File: src/rtl/cpu_step_controller.sv
// cpu_step_controller
// Generates the CPU clock for the multi-cycle CPU. Three modes are supported:
// single-step from a debounced push button, free-run at a divided rate, and
// halt when the CPU PC matches a breakpoint address.
//
// Ports:
//   clk          board clock, every flop is on its rising edge
//   Reset        asynchronous active-high reset
//   button       raw push button (asynchronous, bouncy)
//   run_sw       1 = free-run, 0 = single-step
//   bp_en        breakpoint enable
//   bp_addr[7:0] breakpoint PC
//   cur_pc[7:0]  current CPU PC
//   cpu_clk      registered CPU clock, high exactly in S_HI / R_HI
//   status[2:0]  000 idle, 001 stepping, 010 running, 011 halted
//   halted       high only in HALT
//   cycle_count  ticks issued since reset, wraps at 16 bits
module cpu_step_controller #(
    parameter int DEBOUNCE_CYCLES = 1000000,
    parameter int HALF            = 25000000
) (
    input  logic        clk,
    input  logic        Reset,
    input  logic        button,
    input  logic        run_sw,
    input  logic        bp_en,
    input  logic [7:0]  bp_addr,
    input  logic [7:0]  cur_pc,
    output logic        cpu_clk,
    output logic [2:0]  status,
    output logic        halted,
    output logic [15:0] cycle_count
);

    localparam int DB_W = (DEBOUNCE_CYCLES > 1) ? $clog2(DEBOUNCE_CYCLES) : 1;
    localparam int PH_W = (HALF > 1) ? $clog2(HALF) : 1;
    localparam logic [DB_W-1:0] DB_LAST = DB_W'(DEBOUNCE_CYCLES - 1);
    localparam logic [PH_W-1:0] PH_LAST = PH_W'(HALF - 1);

    typedef enum logic [2:0] {
        ST_IDLE = 3'd0,
        ST_S_HI = 3'd1,
        ST_S_LO = 3'd2,
        ST_R_HI = 3'd3,
        ST_R_LO = 3'd4,
        ST_HALT = 3'd5
    } state_t;

    logic            sync1_q, sync2_q;
    logic            btn_db_q, btn_db_d;
    logic [DB_W-1:0] db_cnt_q, db_cnt_d;
    logic            press_q, press_d;
    state_t          state_q, state_d;
    logic [PH_W-1:0] phase_q, phase_d;
    logic [15:0]     cycle_count_q, cycle_count_d;
    logic            cpu_clk_q, cpu_clk_d;
    logic [2:0]      status_q, status_d;
    logic            halted_q, halted_d;
    logic            phase_end_s;
    logic            bp_hit_s;

    // Debounce: accept the synchronized level only after it has differed from
    // the accepted level for DEBOUNCE_CYCLES consecutive cycles.
    always_comb begin
        btn_db_d = btn_db_q;
        db_cnt_d = {DB_W{1'b0}};
        if (sync2_q == btn_db_q) begin
            db_cnt_d = {DB_W{1'b0}};
        end else if (db_cnt_q == DB_LAST) begin
            btn_db_d = sync2_q;
            db_cnt_d = {DB_W{1'b0}};
        end else begin
            db_cnt_d = db_cnt_q + DB_W'(1);
        end
        // Pulse registered in the same edge that raises btn_db
        press_d = btn_db_d & ~btn_db_q;
    end

    // Tick sequencer: next state, phase counter and tick counter.
    always_comb begin
        phase_end_s   = (phase_q == PH_LAST);
        bp_hit_s      = bp_en && (cur_pc == bp_addr);
        state_d       = state_q;
        phase_d       = phase_q + PH_W'(1);
        cycle_count_d = cycle_count_q;
        case (state_q)
            ST_IDLE: begin
                phase_d = {PH_W{1'b0}};
                if (run_sw) begin
                    state_d       = ST_R_HI;
                    cycle_count_d = cycle_count_q + 16'd1;
                end else if (press_q) begin
                    state_d       = ST_S_HI;
                    cycle_count_d = cycle_count_q + 16'd1;
                end else begin
                    state_d = ST_IDLE;
                end
            end
            ST_S_HI: begin
                if (phase_end_s) begin
                    state_d = ST_S_LO;
                    phase_d = {PH_W{1'b0}};
                end else begin
                    state_d = ST_S_HI;
                end
            end
            ST_S_LO: begin
                if (phase_end_s) begin
                    state_d = ST_IDLE;
                    phase_d = {PH_W{1'b0}};
                end else begin
                    state_d = ST_S_LO;
                end
            end
            ST_R_HI: begin
                if (phase_end_s) begin
                    state_d = ST_R_LO;
                    phase_d = {PH_W{1'b0}};
                end else begin
                    state_d = ST_R_HI;
                end
            end
            ST_R_LO: begin
                // Mode and breakpoint are only looked at on the tick boundary,
                // after the CPU has already seen the rising edge.
                if (phase_end_s) begin
                    phase_d = {PH_W{1'b0}};
                    if (bp_hit_s) begin
                        state_d = ST_HALT;
                    end else if (!run_sw) begin
                        state_d = ST_IDLE;
                    end else begin
                        state_d       = ST_R_HI;
                        cycle_count_d = cycle_count_q + 16'd1;
                    end
                end else begin
                    state_d = ST_R_LO;
                end
            end
            ST_HALT: begin
                phase_d = {PH_W{1'b0}};
                if (!run_sw) begin
                    state_d = ST_IDLE;
                end else if (press_q) begin
                    state_d       = ST_R_HI;
                    cycle_count_d = cycle_count_q + 16'd1;
                end else begin
                    state_d = ST_HALT;
                end
            end
            default: begin
                state_d = ST_IDLE;
                phase_d = {PH_W{1'b0}};
            end
        endcase
    end

    // Output decode from the next state so the registered outputs line up
    // with the state register.
    always_comb begin
        cpu_clk_d = (state_d == ST_S_HI) || (state_d == ST_R_HI);
        halted_d  = (state_d == ST_HALT);
        case (state_d)
            ST_S_HI, ST_S_LO: status_d = 3'b001;
            ST_R_HI, ST_R_LO: status_d = 3'b010;
            ST_HALT:          status_d = 3'b011;
            default:          status_d = 3'b000;
        endcase
    end

    // Button synchronizer and debounce registers.
    always_ff @(posedge clk or posedge Reset) begin
        if (Reset) begin
            sync1_q  <= 1'b0;
            sync2_q  <= 1'b0;
            btn_db_q <= 1'b0;
            db_cnt_q <= {DB_W{1'b0}};
            press_q  <= 1'b0;
        end else begin
            sync1_q  <= button;
            sync2_q  <= sync1_q;
            btn_db_q <= btn_db_d;
            db_cnt_q <= db_cnt_d;
            press_q  <= press_d;
        end
    end

    // Sequencer state and registered outputs.
    always_ff @(posedge clk or posedge Reset) begin
        if (Reset) begin
            state_q       <= ST_IDLE;
            phase_q       <= {PH_W{1'b0}};
            cycle_count_q <= 16'd0;
            cpu_clk_q     <= 1'b0;
            status_q      <= 3'b000;
            halted_q      <= 1'b0;
        end else begin
            state_q       <= state_d;
            phase_q       <= phase_d;
            cycle_count_q <= cycle_count_d;
            cpu_clk_q     <= cpu_clk_d;
            status_q      <= status_d;
            halted_q      <= halted_d;
        end
    end

    assign cpu_clk     = cpu_clk_q;
    assign status      = status_q;
    assign halted      = halted_q;
    assign cycle_count = cycle_count_q;

endmodule

File: config.mk
export PLATFORM = sky130hd
export DESIGN_NAME = cpu_step_controller
export DESIGN_NICKNAME = d
export VERILOG_FILES = /design/src/rtl/cpu_step_controller.sv
export SDC_FILE = /design/constraint.sdc
export NUM_CORES = 1
export LEC_CHECK = 0
export CAP_MARGIN = 30
export CELL_PAD_IN_SITES_DETAIL_PLACEMENT = 0
export CELL_PAD_IN_SITES_GLOBAL_PLACEMENT = 1
export CORE_ASPECT_RATIO = 0.9
export CORE_MARGIN = 2
export CORE_UTILIZATION = 44
export CTS_BUF_LIST = sky130_fd_sc_hd__clkbuf_8
export DETAILED_ROUTE_END_ITERATION = 10
export PLACE_DENSITY_LB_ADDON = 0.15
export SYNTH_ARGS = -nofsm -noshare
export SYNTH_HDL_FRONTEND = slang
export SYNTH_SLANG_ARGS = --single-unit
File: constraint.sdc
create_clock -name clk -period 6.85 [get_ports clk]
set_input_delay 1.37 -clock clk [delete_from_list [all_inputs] [get_ports clk]]
set_output_delay 1.37 -clock clk [all_outputs]
set_load 0.02 [all_outputs]
==> Word level (Yosys, flattened, before mapping) <==
Index checks and enable logic that the tools add are counted.
{ "word_totals": {"out_inout_bits": 21, "regBits": 73, "in_bits": 21, "word_cells": 67} }
{ "op_classes": {"n_eq_ne": 18, "addsub": 3, "n_bitwise": 2, "reduce_logical": 8, "n_mux": 25} }
{ "op_table": {"columns": ["op", "n"], "rows": [
  ["16-bit two-way mux", 6],
  ["25-bit two-way mux", 2],
  ["16-bit case mux with 3 select lines", 1],
  ["20-bit two-way mux", 2],
  ["25-bit by 1-bit adder with 25-bit output (second input constant)", 1],
  ["25-bit equality test (second input constant)", 1],
  ["20-bit by 1-bit adder with 20-bit output (second input constant)", 1],
  ["20-bit equality test (second input constant)", 1],
  ["3-bit case mux with 6 select lines", 1],
  ["16-bit by 1-bit adder with 16-bit output (second input constant)", 1],
  ["3-bit two-way mux", 5],
  ["3-bit by 2-bit equality test with 1-bit output (second input constant)", 4],
  ["3-bit equality test (second input constant)", 4],
  ["8-bit equality test", 1],
  ["2-bit two-way mux", 4],
  ["2-bit inequality test (second input constant)", 4],
  ["3-bit by 1-bit equality test with 1-bit output (second input constant)", 2],
  ["2-bit case mux with 3 select lines", 1],
  ["5-bit AND reduction", 1],
  ["2-bit OR reduction", 2],
  ["4-bit OR reduction", 1],
  ["3-bit zero test", 1],
  ["1-bit two-way mux", 3],
  ["3-bit nonzero test", 1],
  ["5 further kinds", 5]
]} }

==> Logic depth before layout (Yosys ltp) <==
Gate-level depths: netlist (run 1).
{ "depth": {"depth_word": 8, "depth_mapped": 8, "depth_no_buf": 8} }

==> Worst setup path after synthesis (run 1) <==
OpenSTA, ideal clock, no wires.
{ "synth_timing": {"kind": "input -> register", "start": "input bp_addr[7]", "end": "register cycle_count_q[1] (netlist: cycle_count[1])", "path_buffers": 1, "required_ns": 6.725, "setup_time_ns": 0.125, "path_stages": 6, "arrival_ns": 2.735, "slack_ns": 3.990, "cell_sequence": "xor2_1 nor4_1 nand4_1 a31oi_1 buf_2 mux2_2"} }
{ "synth_via": {"elab_chain_len": 4} }
{ "synth_lines": {"columns": ["item", "line_no", "rtl"], "rows": [
  ["from (decl)", "27", "input logic [7:0] bp_addr,"],
  ["8-bit equality test", "82", "bp_hit_s = bp_en && (cur_pc == bp_addr);"],
  ["1-bit logical AND", "82", null],
  ["2-bit inequality test (no line)", null, null],
  ["5-bit AND reduction (no line)", null, null],
  ["to (signal assigned)", "200", "cycle_count_q <= cycle_count_d;"],
  ["to (decl)", "55", "logic [15:0] cycle_count_q, cycle_count_d;"]
]} }
No other way between the ends.
A chain may end at the register's enable or synchronous reset.

==> Worst setup path after layout (run 1) <==
{ "layout_timing": {"start": "input run_sw", "end": "register cycle_count_q[14] (netlist: cycle_count[14])"} }
{ "layout_via": {"elab_chain_len": 2, "elab_cells_between_ends": 5, "classes_between": "eq/ne: 2; mux: 2; reduce/logical: 1"} }
{ "layout_lines": {"columns": ["item", "line_no", "rtl"], "rows": [
  ["from (decl)", "25", "input logic run_sw,"],
  ["2-bit inequality test (no line) or 16-bit two-way mux (tied branches)", null, null],
  ["5-bit AND reduction (no line) or 16-bit case mux with 3 select lines (tied branches)", null, null]
]} }
Several ways; a longest one is shown, not always the timed one.

==> metrics.md, run 1 <==
| Metric | Value |
|---|---|
| R2R depth | `8` |
| RSZ-0062 raised after global routing | `false` |
| Crit Path Max Fanout | `22` |
| Synth area leaders | `dfrtp_1 51%, xor2_1 11%, nor2_1 7.2%` |
| Post-CTS sizing | `0` |
| Fill count | `721` |
| Slew @ Worst Pin | `0.898 ns` |
| EDFF count, synth | `0` |
| Crit end category | `flop` |
| Achievable Freq | `0.316 GHz` |
| Fin nets | `431` |
| Largest net degree at the start of global routing | `73` |
| CP max stage cell | `clkdlybuf4s50_1` |
| Final Wtd Congestion | `0.875` |
| Primary FF master, synth | `dfrtp_1` |
| Start point of the worst hold path | `sync1_q` |
| P_leak | `1.86 nW` |
| Async S/R FF share, synth | `1.00` |
| CP Cell Sequence | `clkdlybuf4s50_1 > nor2_1 > o32a_1 > nor2_1 > a31oi_1 > buf_4 > or4_1 > xnor2_1` |
| Most frequent cells in the layout | `72 x dfrtp_1, 68 x nor2_1, 45 x xor2_1, 40 x clkdlybuf4s50_1, 26 x nand3_1` |
| Max incr delay on CP | `0.60 ns` |
| Die Span X | `98.9 um` |
| Worst setup SP type | `input port` |
| Mapped Area | `3560 um^2` |
| Synth Net Count | `388` |
| DR iter-0 viols | `81` |
| Yosys top cell by area | `dfrtp_1` |
| Final hold vios | `0` |
| Hold path depth | `0` |
| Port bufs | `40` |
| Final wirelength | `6710 um` |
| Worst r2r dst | `cycle_count[14]` |
| Clock-pin slew on the worst setup and hold paths | `0.07 ns` |
| Tot Pwr | `0.00117 W` |
| GRT overflow | `0` |
| Ports | `42` |
| Status | `finished clean` |
| Commonest non-fill, non-tap cell in the layout | `dfrtp_1` |
| Post-Layout Cell Count | `511` |
| CTS Root Cell | `clkbuf_8` |
| Core area | `7950 um^2` |
| Critical Path RT | `7.08 ns` |
| Ys Warns | `0` |
| Cell count after placement | `495` |
| Fin. max-slew vios | `0` |
| Vias in the first global route | `2488` |
| First-pass GRT wire length | `11700 um` |
| Dpl ws | `3.31 ns` |
| CTS Sinks | `72` |
| Yosys top cell area share | `0.505` |
| Initial antenna violation count | `0` |
| Headroom to the max-slew limit | `0.402` |
| Synth Register Bits | `72` |
| Synth unique cells | `43` |
| Tcrit/Tclk final | `0.463` |
| Area grow syn2layout | `19.9%` |
| Crit path from | `run_sw` |
| CTS tree | `yes` |
| CTS buffer count | `9` |
| Hpwl dp | `4570 um` |
| Setup ws final | `3.68 ns` |
| CTS Buffer Depth | `2` |
| TritonRoute pass-1 iters | `4` |
| Total Routing Usage GR | `0.166` |
| Starting Density | `0.448` |
| Top cell by count, worst path | `nor2_1` |
| DRC Markers | `0` |
| Hold path endpoint | `sync2_q` |
| Detail Route Antenna Nets | `0` |
| Synth Area per Inst | `9.79 um^2` |
| Die height | `89.4 um` |
| Die Footprint | `8840 um^2` |
| Peak VDD IR | `0.000183 V` |
| Max_cap viols | `0` |
| Hold WC Path Type | `reg -> reg` |
| Post-Syn Instances | `364` |
| Layout cell share with drive strength beyond 1 | `0.0631` |
| Wire length per cell | `13.1 um` |
| Final Skew | `0.00779 ns` |
| Crit path kind | `in -> reg` |
| Final min period | `3.17 ns` |
| Setup Buffers After CTS | `0` |
| Worst-skew pair later-pin latency | `0.34 ns` |
| Sequential-to-total area share from yosys stat | `0.505` |
| Setup-failing EPs final | `0` |
| DR vias/cell | `5.20` |
| Vias | `2656` |
| FF-to-FF setup slack | `4.51 ns` |
| PD cells | `274 nW/um^2` |
| H-tree levels | `3` |
| Setup_tns | `0 ns` |
| CP arrival | `3.40 ns` |
| Reg-to-reg startpoint | `phase_q[0]` |
| Hold Buf Count CTS | `0` |
| Row cnt | `31` |
| Antenna cells | `0` |
==> cell usage after synthesis, types with 2 or more instances <==
library cell	number
a22o_1	2
nand4_1	12
nand3_1	26
or2_2	3
nand2b_1	3
a22oi_1	2
nor4_1	2
and4bb_1	2
nor3_1	8
and2_1	3
mux2_2	2
or4_1	2
o21ai_0	9
clkbuf_1	2
o41ai_1	2
buf_2	8
dfrtp_1	72
xor2_1	45
nand2_1	22
nor2_1	68
o31ai_1	4
a31oi_1	3
and4_1	6
inv_1	9
xnor2_1	16
and3_1	12
ha_1	3
==> state kept, by name, summed over array words and instances (netlist names) <==
name,count
halted,1
press_q,1
state_q,3
db_cnt_q,20
phase_q,25
sync2_q,1
status,2
sync1_q,1
btn_db_q,1
cycle_count,16
cpu_clk,1
==> power by group <==
| group | total (W) | switching, W | internal, W |
|---|---|---|---|
| registers | 0.000547 | 0.0000656 | 0.000481 |
| clock network | 0.000359 | 0.000152 | 0.000206 |
| logic | 0.000265 | 0.000135 | 0.000130 |
==> metrics by stage <==
step           hold WS [ns]  cell area [um^2]   util
2_1_floorplan         0.331              3560      -
3_3_place_gp          0.334              4060  0.510
3_5_place_dp          0.335              4060  0.510
4_1_cts               0.353              4270  0.538
5_1_grt               0.356              4270  0.538
6_report              0.351              4270  0.538
==> worst max-delay path, delay by kind of cell <==
family | cells | cell delay (ns)
xor gates and xnor gates | 1 | 0.14
buffers and inverters | 2 | 0.81
and+or+nand+nor | 3 | 0.70
AOI/OAI and AO/OA | 2 | 0.38
==> worst max-delay path by stage <==
stage	slack, ns	to
detailed placement	3.31	cycle_count[1]
global route	3.56	cycle_count[1]
global placement	3.32	cycle_count[1]
CTS	3.69	cycle_count[1]
finish	3.68	cycle_count[14]
floorplan	3.66	btn_db_q
==> logic make-up (layout without fill, tap and decap cells) <==
group / count (synthesis) / count (layout) / share of synthesized area
flip-flops: 72 / 72 / 0.505
adder cells (fa/ha/maj): 3 / 3 / 0.0105
other: 1 / 1 / 0.00105
XOR/XNOR: 61 / 61 / 0.150
buffers and inverters: 20 / 68 / 0.0249
AO/OA/AOI/OAI: 29 / 29 / 0.0565
AND/OR/NAND/NOR: 176 / 176 / 0.245
multiplexers: 2 / 2 / 0.00632
==> metal layers <==
layer / share of wire / wire, um / GRT usage
met1: 0.49 / 3300 / 0.226
met2: 0.44 / 2930 / 0.251
met3: 0.051 / 345 / 0.0453
met4: 0.021 / 139 / 0.0697
met5: 0 / 0 / 0
==> area by class of cell <==
type / count / area [um^2] / area share
sequential: 72 / 1800 / 0.422
multi-input combinational: 272 / 1670 / 0.392
clock inverter: 3 / 38.8 / 0.00907
inverter: 9 / 33.8 / 0.00790
clock buffer: 13 / 179 / 0.0419
tap: 99 / 124 / 0.0290
timing repair buffer: 43 / 423 / 0.0989
Power figures use the tool's default switching activity.
==> run 2: changes to the inputs <==
Settings changed: CORE_UTILIZATION 44 to 41.
Clock period 6.85 ns to 2.77 ns, I/O delays scaled along.
==> metrics.md, run 2 (synthesis gave the netlist of run 1 again) <==
| Metric | Value |
|---|---|
| Status | `finished clean` |
| Setup Buffers After CTS | `0` |
| Start point of the worst hold path | `sync1_q` |
| RSZ-0062 raised after global routing | `false` |
| Slew @ Worst Pin | `0.639 ns` |
| Total Routing Usage GR | `0.161` |
| Achievable Freq | `0.430 GHz` |
| Hold path endpoint | `sync2_q` |
| First-pass GRT wire length | `12100 um` |
| Reg-to-reg startpoint | `phase_q[0]` |
| Met1 usage | `0.213` |
| Vias | `2665` |
| DR iter-0 viols | `79` |
| Final hold vios | `0` |
| Fin nets | `438` |
| Hold Buf Count CTS | `0` |
| Most frequent cells in the layout | `72 x dfrtp_1, 68 x nor2_1, 45 x xor2_1, 40 x clkdlybuf4s50_1, 26 x nand3_1` |
| Final wirelength | `7020 um` |
| GRT overflow | `0` |
| Hold WS | `0.360 ns` |
| Final min period | `2.33 ns` |
| Fin. max-slew vios | `0` |
| Final Wtd Congestion | `0.751` |
| CP Cell Sequence | `ha_1 > and4_1 > nand3_1 > nor2_2 > a31oi_1 > buf_4 > or4_1 > xnor2_1` |
| DRC Markers | `0` |
| Crit path kind | `reg -> reg` |
| DR vias/cell | `4.95` |
| Critical Path RT | `3.01 ns` |
| Max_cap viols | `0` |
| Final Skew | `0.00929 ns` |
| CTS Root Cell | `clkbuf_8` |
| TritonRoute pass-1 iters | `4` |
| Port bufs | `40` |
| Crit Path Max Fanout | `14` |
| Crit end category | `flop` |
| PD cells | `676 nW/um^2` |
| Worst setup SP type | `flop` |
| Die Footprint | `9460 um^2` |
| P_leak | `1.89 nW` |
| CP max stage cell | `or4_1` |
| Die Span X | `102 um` |
| Row cnt | `32` |
| Headroom to the max-slew limit | `0.573` |
| CTS buffer count | `9` |
| Most flop-heavy register | `phase_q` |
| Largest net degree at the start of global routing | `28` |
| Max incr delay on CP | `0.52 ns` |
| Buf+Inv Stages, Crit Path | `1` |
| H-tree levels | `3` |
| Setup_tns | `0 ns` |
| Antenna cells | `0` |
| Ports | `42` |
| Crit-path leading delay family | `simple AND/OR/NAND/NOR gates` |
| Worst r2r dst | `cycle_count[14]` |
| Core area | `8530 um^2` |
| Vias in the first global route | `2574` |
| Tcrit/Tclk final | `0.840` |
| Setup-failing EPs final | `0` |
| CTS Buffer Depth | `2` |
| Layout cell share with drive strength beyond 1 | `0.0788` |
| CTS Sinks | `72` |
| Starting Density | `0.418` |
| Detail Route Antenna Nets | `0` |
| Hold WC Path Type | `reg -> reg` |
| Max reg flops | `25` |
| CTS tree | `yes` |
| Wire length per cell | `13.1 um` |
| R2R depth | `8` |
| Met2 Usage GRT | `0.258` |
| Initial antenna violation count | `0` |
| Commonest non-fill, non-tap cell in the layout | `dfrtp_1` |
| Peak VDD IR | `0.000426 V` |
| Met3 global-route usage | `0.0491` |
| Clock-pin slew on the worst setup and hold paths | `0.08 ns` |
| Hpwl dp | `4870 um` |
| Worst-skew pair later-pin latency | `0.35 ns` |
| Grt peak-use layer | `met2` |
| FF-to-FF setup slack | `0.44 ns` |
| Area grow syn2layout | `22.2%` |
| Crit path from | `phase_q[0]` |
| Die height | `92.5 um` |
| CP arrival | `2.57 ns` |
| Hold path depth | `0` |
| Post-CTS sizing | `0` |
[run 2: cell types whose count changed in the layout (fill, tap and decap cells not counted)]
cell,previous run,this run
clkinvlp_4,0,1
bufinv_16,1,2
clkinv_4,0,3
clkbuf_8,13,9
buf_4,3,10
clkinv_2,1,0
[run 2: report_power, final]
group | internal, W | switching (W) | total (W)
clock | 0.000508 | 0.000415 | 0.000923
combinational | 0.000328 | 0.000336 | 0.000664
sequential | 0.00119 | 0.000167 | 0.00136
total | 0.00203 | 0.000917 | 0.00294
[run 2: area by class of cell]
cell class              count  area (um^2)
fillers                   807         4170
inverters                   9         33.8
repair buffers             50          475
clock inverters             7         97.6
clock buffers               9          124
multi-input cells         272         1670
flip-flops and latches     72         1800
well taps                 119          149
[run 2: layer usage]
metal,up-vias,wire length [um],share of wire
met1,1275,3460,0.49
met4,0,62,0.0088
li1,1340,-,-
met2,43,3220,0.46
met3,7,281,0.040
met5,-,0,0
[run 2: worst max path at each step]
stage / to / cells after the start
2_1_floorplan: btn_db_q / 1
3_3_place_gp: cycle_count[1] / 7
3_5_place_dp: cycle_count[4] / 9
4_1_cts: cycle_count[14] / 8
5_1_grt: cycle_count[14] / 8
6_report: cycle_count[14] / 8
[run 2: per-stage QoR]
| stage | area, um^2 | std cells | setup WS, ns | utilization | power [W] |
|---|---|---|---|---|---|
| after global routing | 4360 | 538 | 0.268 | 0.511 | 0.00312 |
| after detailed placement | 4130 | 522 | 0.0656 | 0.485 | 0.00205 |
| after CTS | 4360 | 538 | 0.434 | 0.511 | 0.00298 |
| final | 4360 | 538 | 0.443 | 0.511 | 0.00294 |
| after global placement | 4130 | 522 | 0.163 | 0.485 | 0.00204 |
| after floorplan | 3560 | 364 | 0.391 | - | 0.00174 |
==> run 3: changes to the inputs <==
Settings changed: CORE_UTILIZATION 41 to 44.
Clock period 2.77 ns to 2.3 ns, I/O delays scaled along.
==> metrics.md, run 3 (synthesis gave the netlist of run 1 again) <==
| Metric | Value |
|---|---|
| CTS Root Cell | `clkbuf_8` |
| Fin. max-slew vios | `0` |
| H-tree levels | `3` |
| Crit path kind | `in -> reg` |
| Post-route cell area | `4420 um^2` |
| Area grow syn2layout | `24.1%` |
| Hold Buf Count CTS | `0` |
| CTS Sinks | `72` |
| CP Cell Sequence | `clkdlybuf4s50_1 > xor2_1 > nor4_1 > nand4_1 > buf_4 > a2111oi_2 > nor3_1 > inv_1 > a21o_1` |
| DRC Markers | `0` |
| Final min period | `2.19 ns` |
| Cell count after placement | `512` |
| DR iter-0 viols | `134` |
| Clock-pin slew on the worst setup and hold paths | `0.08 ns` |
| Placed Area | `4210 um^2` |
| Final Skew | `0.0138 ns` |
| Peak VDD IR | `0.000538 V` |
| Final hold vios | `0` |
| Setup-failing EPs final | `0` |
| Core area | `7950 um^2` |
| Crit Path Max Fanout | `3` |
| Final wirelength | `6910 um` |
| CP arrival | `2.47 ns` |
| Start point of the worst hold path | `sync1_q` |
| Metal-1 WL | `3380 um` |
| Achievable Freq | `0.456 GHz` |
| Most flop-heavy register | `phase_q` |
| Commonest non-fill, non-tap cell in the layout | `dfrtp_1` |
| WL met2 | `3210 um` |
| Critical Path RT | `2.58 ns` |
| Tcrit/Tclk final | `0.953` |
| Max_cap viols | `0` |
| FF-to-FF setup slack | `0.14 ns` |
| Die height | `89.4 um` |
| Dpl ws | `-0.264 ns` |
| Fin nets | `448` |
| PD cells | `790 nW/um^2` |
| CP max stage cell | `clkdlybuf4s50_1` |
| Buf+Inv Stages, Crit Path | `3` |
| Setup Buffers After CTS | `0` |
| CTS tree | `yes` |
| Setup ws final | `0.108 ns` |
| Die Footprint | `8840 um^2` |
| Worst r2r dst | `cycle_count[14]` |
| Hold WC Path Type | `reg -> reg` |
| Antenna cells | `0` |
| P_leak | `1.94 nW` |
| Vias | `2746` |
| Worst-skew pair later-pin latency | `0.33 ns` |
| Hpwl dp | `4940 um` |
| Detail Route Antenna Nets | `0` |
| Die Span X | `98.9 um` |
| Largest net degree at the start of global routing | `43` |
| Crit end category | `flop` |
| CTS buffer count | `9` |
| Hold path endpoint | `sync2_q` |
| Final Wtd Congestion | `0.862` |
| Worst setup SP type | `input port` |
| R2R depth | `8` |
| Fill count | `731` |
| Max reg flops | `25` |
| Setup_tns | `0 ns` |
| Hold path depth | `0` |
| Port bufs | `40` |
| Vias in the first global route | `2620` |
| Max incr delay on CP | `0.41 ns` |
| Row cnt | `31` |
| Post-Layout Cell Count | `527` |
| Status | `finished clean` |
| Met3 wire length | `272 um` |
| Top Layer Used | `met4` |
| RSZ-0062 raised after global routing | `false` |
| First-pass GRT wire length | `12200 um` |
| TritonRoute pass-1 iters | `4` |
| GRT overflow | `0` |
| Post-CTS sizing | `0` |
| Ports | `42` |
| Total Routing Usage GR | `0.170` |
| Most frequent cells in the layout | `72 x dfrtp_1, 68 x nor2_1, 45 x xor2_1, 40 x clkdlybuf4s50_1, 25 x nand3_1` |
| DR vias/cell | `5.21` |
| Initial antenna violation count | `0` |
| Wire length per cell | `13.1 um` |
| CTS Buffer Depth | `2` |
| Starting Density | `0.448` |
| Crit-path leading delay family | `simple AND/OR/NAND/NOR gates` |
| Layout cell share with drive strength beyond 1 | `0.103` |
| Reg-to-reg startpoint | `phase_q[1]` |
==> run 3: power by group <==
group / switching, W / internal (W)
clock network: 0.000443 / 0.000581
logic: 0.000422 / 0.000422
registers: 0.000193 / 0.00143
==> run 3: area by class of cell <==
class	count	area, um^2	area share
inverters	9	33.8	0.00764
repair buffers	60	576	0.130
clock inverters	3	40.0	0.00905
well taps	99	124	0.0280
clock buffers	12	165	0.0373
flip-flops and latches	72	1800	0.407
multi-input cells	272	1680	0.381
==> run 3: worst max path at each step <==
stage,startpoint,end,slack [ns],cells after the start
floorplan,Reset,btn_db_q,0.02,1
global placement,bp_addr[7],halted,-0.23,9
detailed placement,bp_addr[7],status[1],-0.26,9
CTS,phase_q[1],cycle_count[14],0.05,8
global route,bp_addr[3],halted,0.0005,9
finish,bp_addr[7],status[1],0.11,9
==> run 3: routing by layer <==
layer  vias up  global-route usage
met4         0              0.0473
li1       1358                   -
met2        49               0.264
met3         6              0.0422
met5         -                   0
met1      1333               0.239
==> run 3: stage by stage <==
| step | hold slack, ns | util | total power, W |
|---|---|---|---|
| floorplan | 0.331 | - | 0.00210 |
| global placement | 0.337 | 0.529 | 0.00249 |
| detailed placement | 0.347 | 0.529 | 0.00250 |
| CTS | 0.362 | 0.555 | 0.00354 |
| global route | 0.374 | 0.556 | 0.00370 |
| finish | 0.359 | 0.556 | 0.00349 |
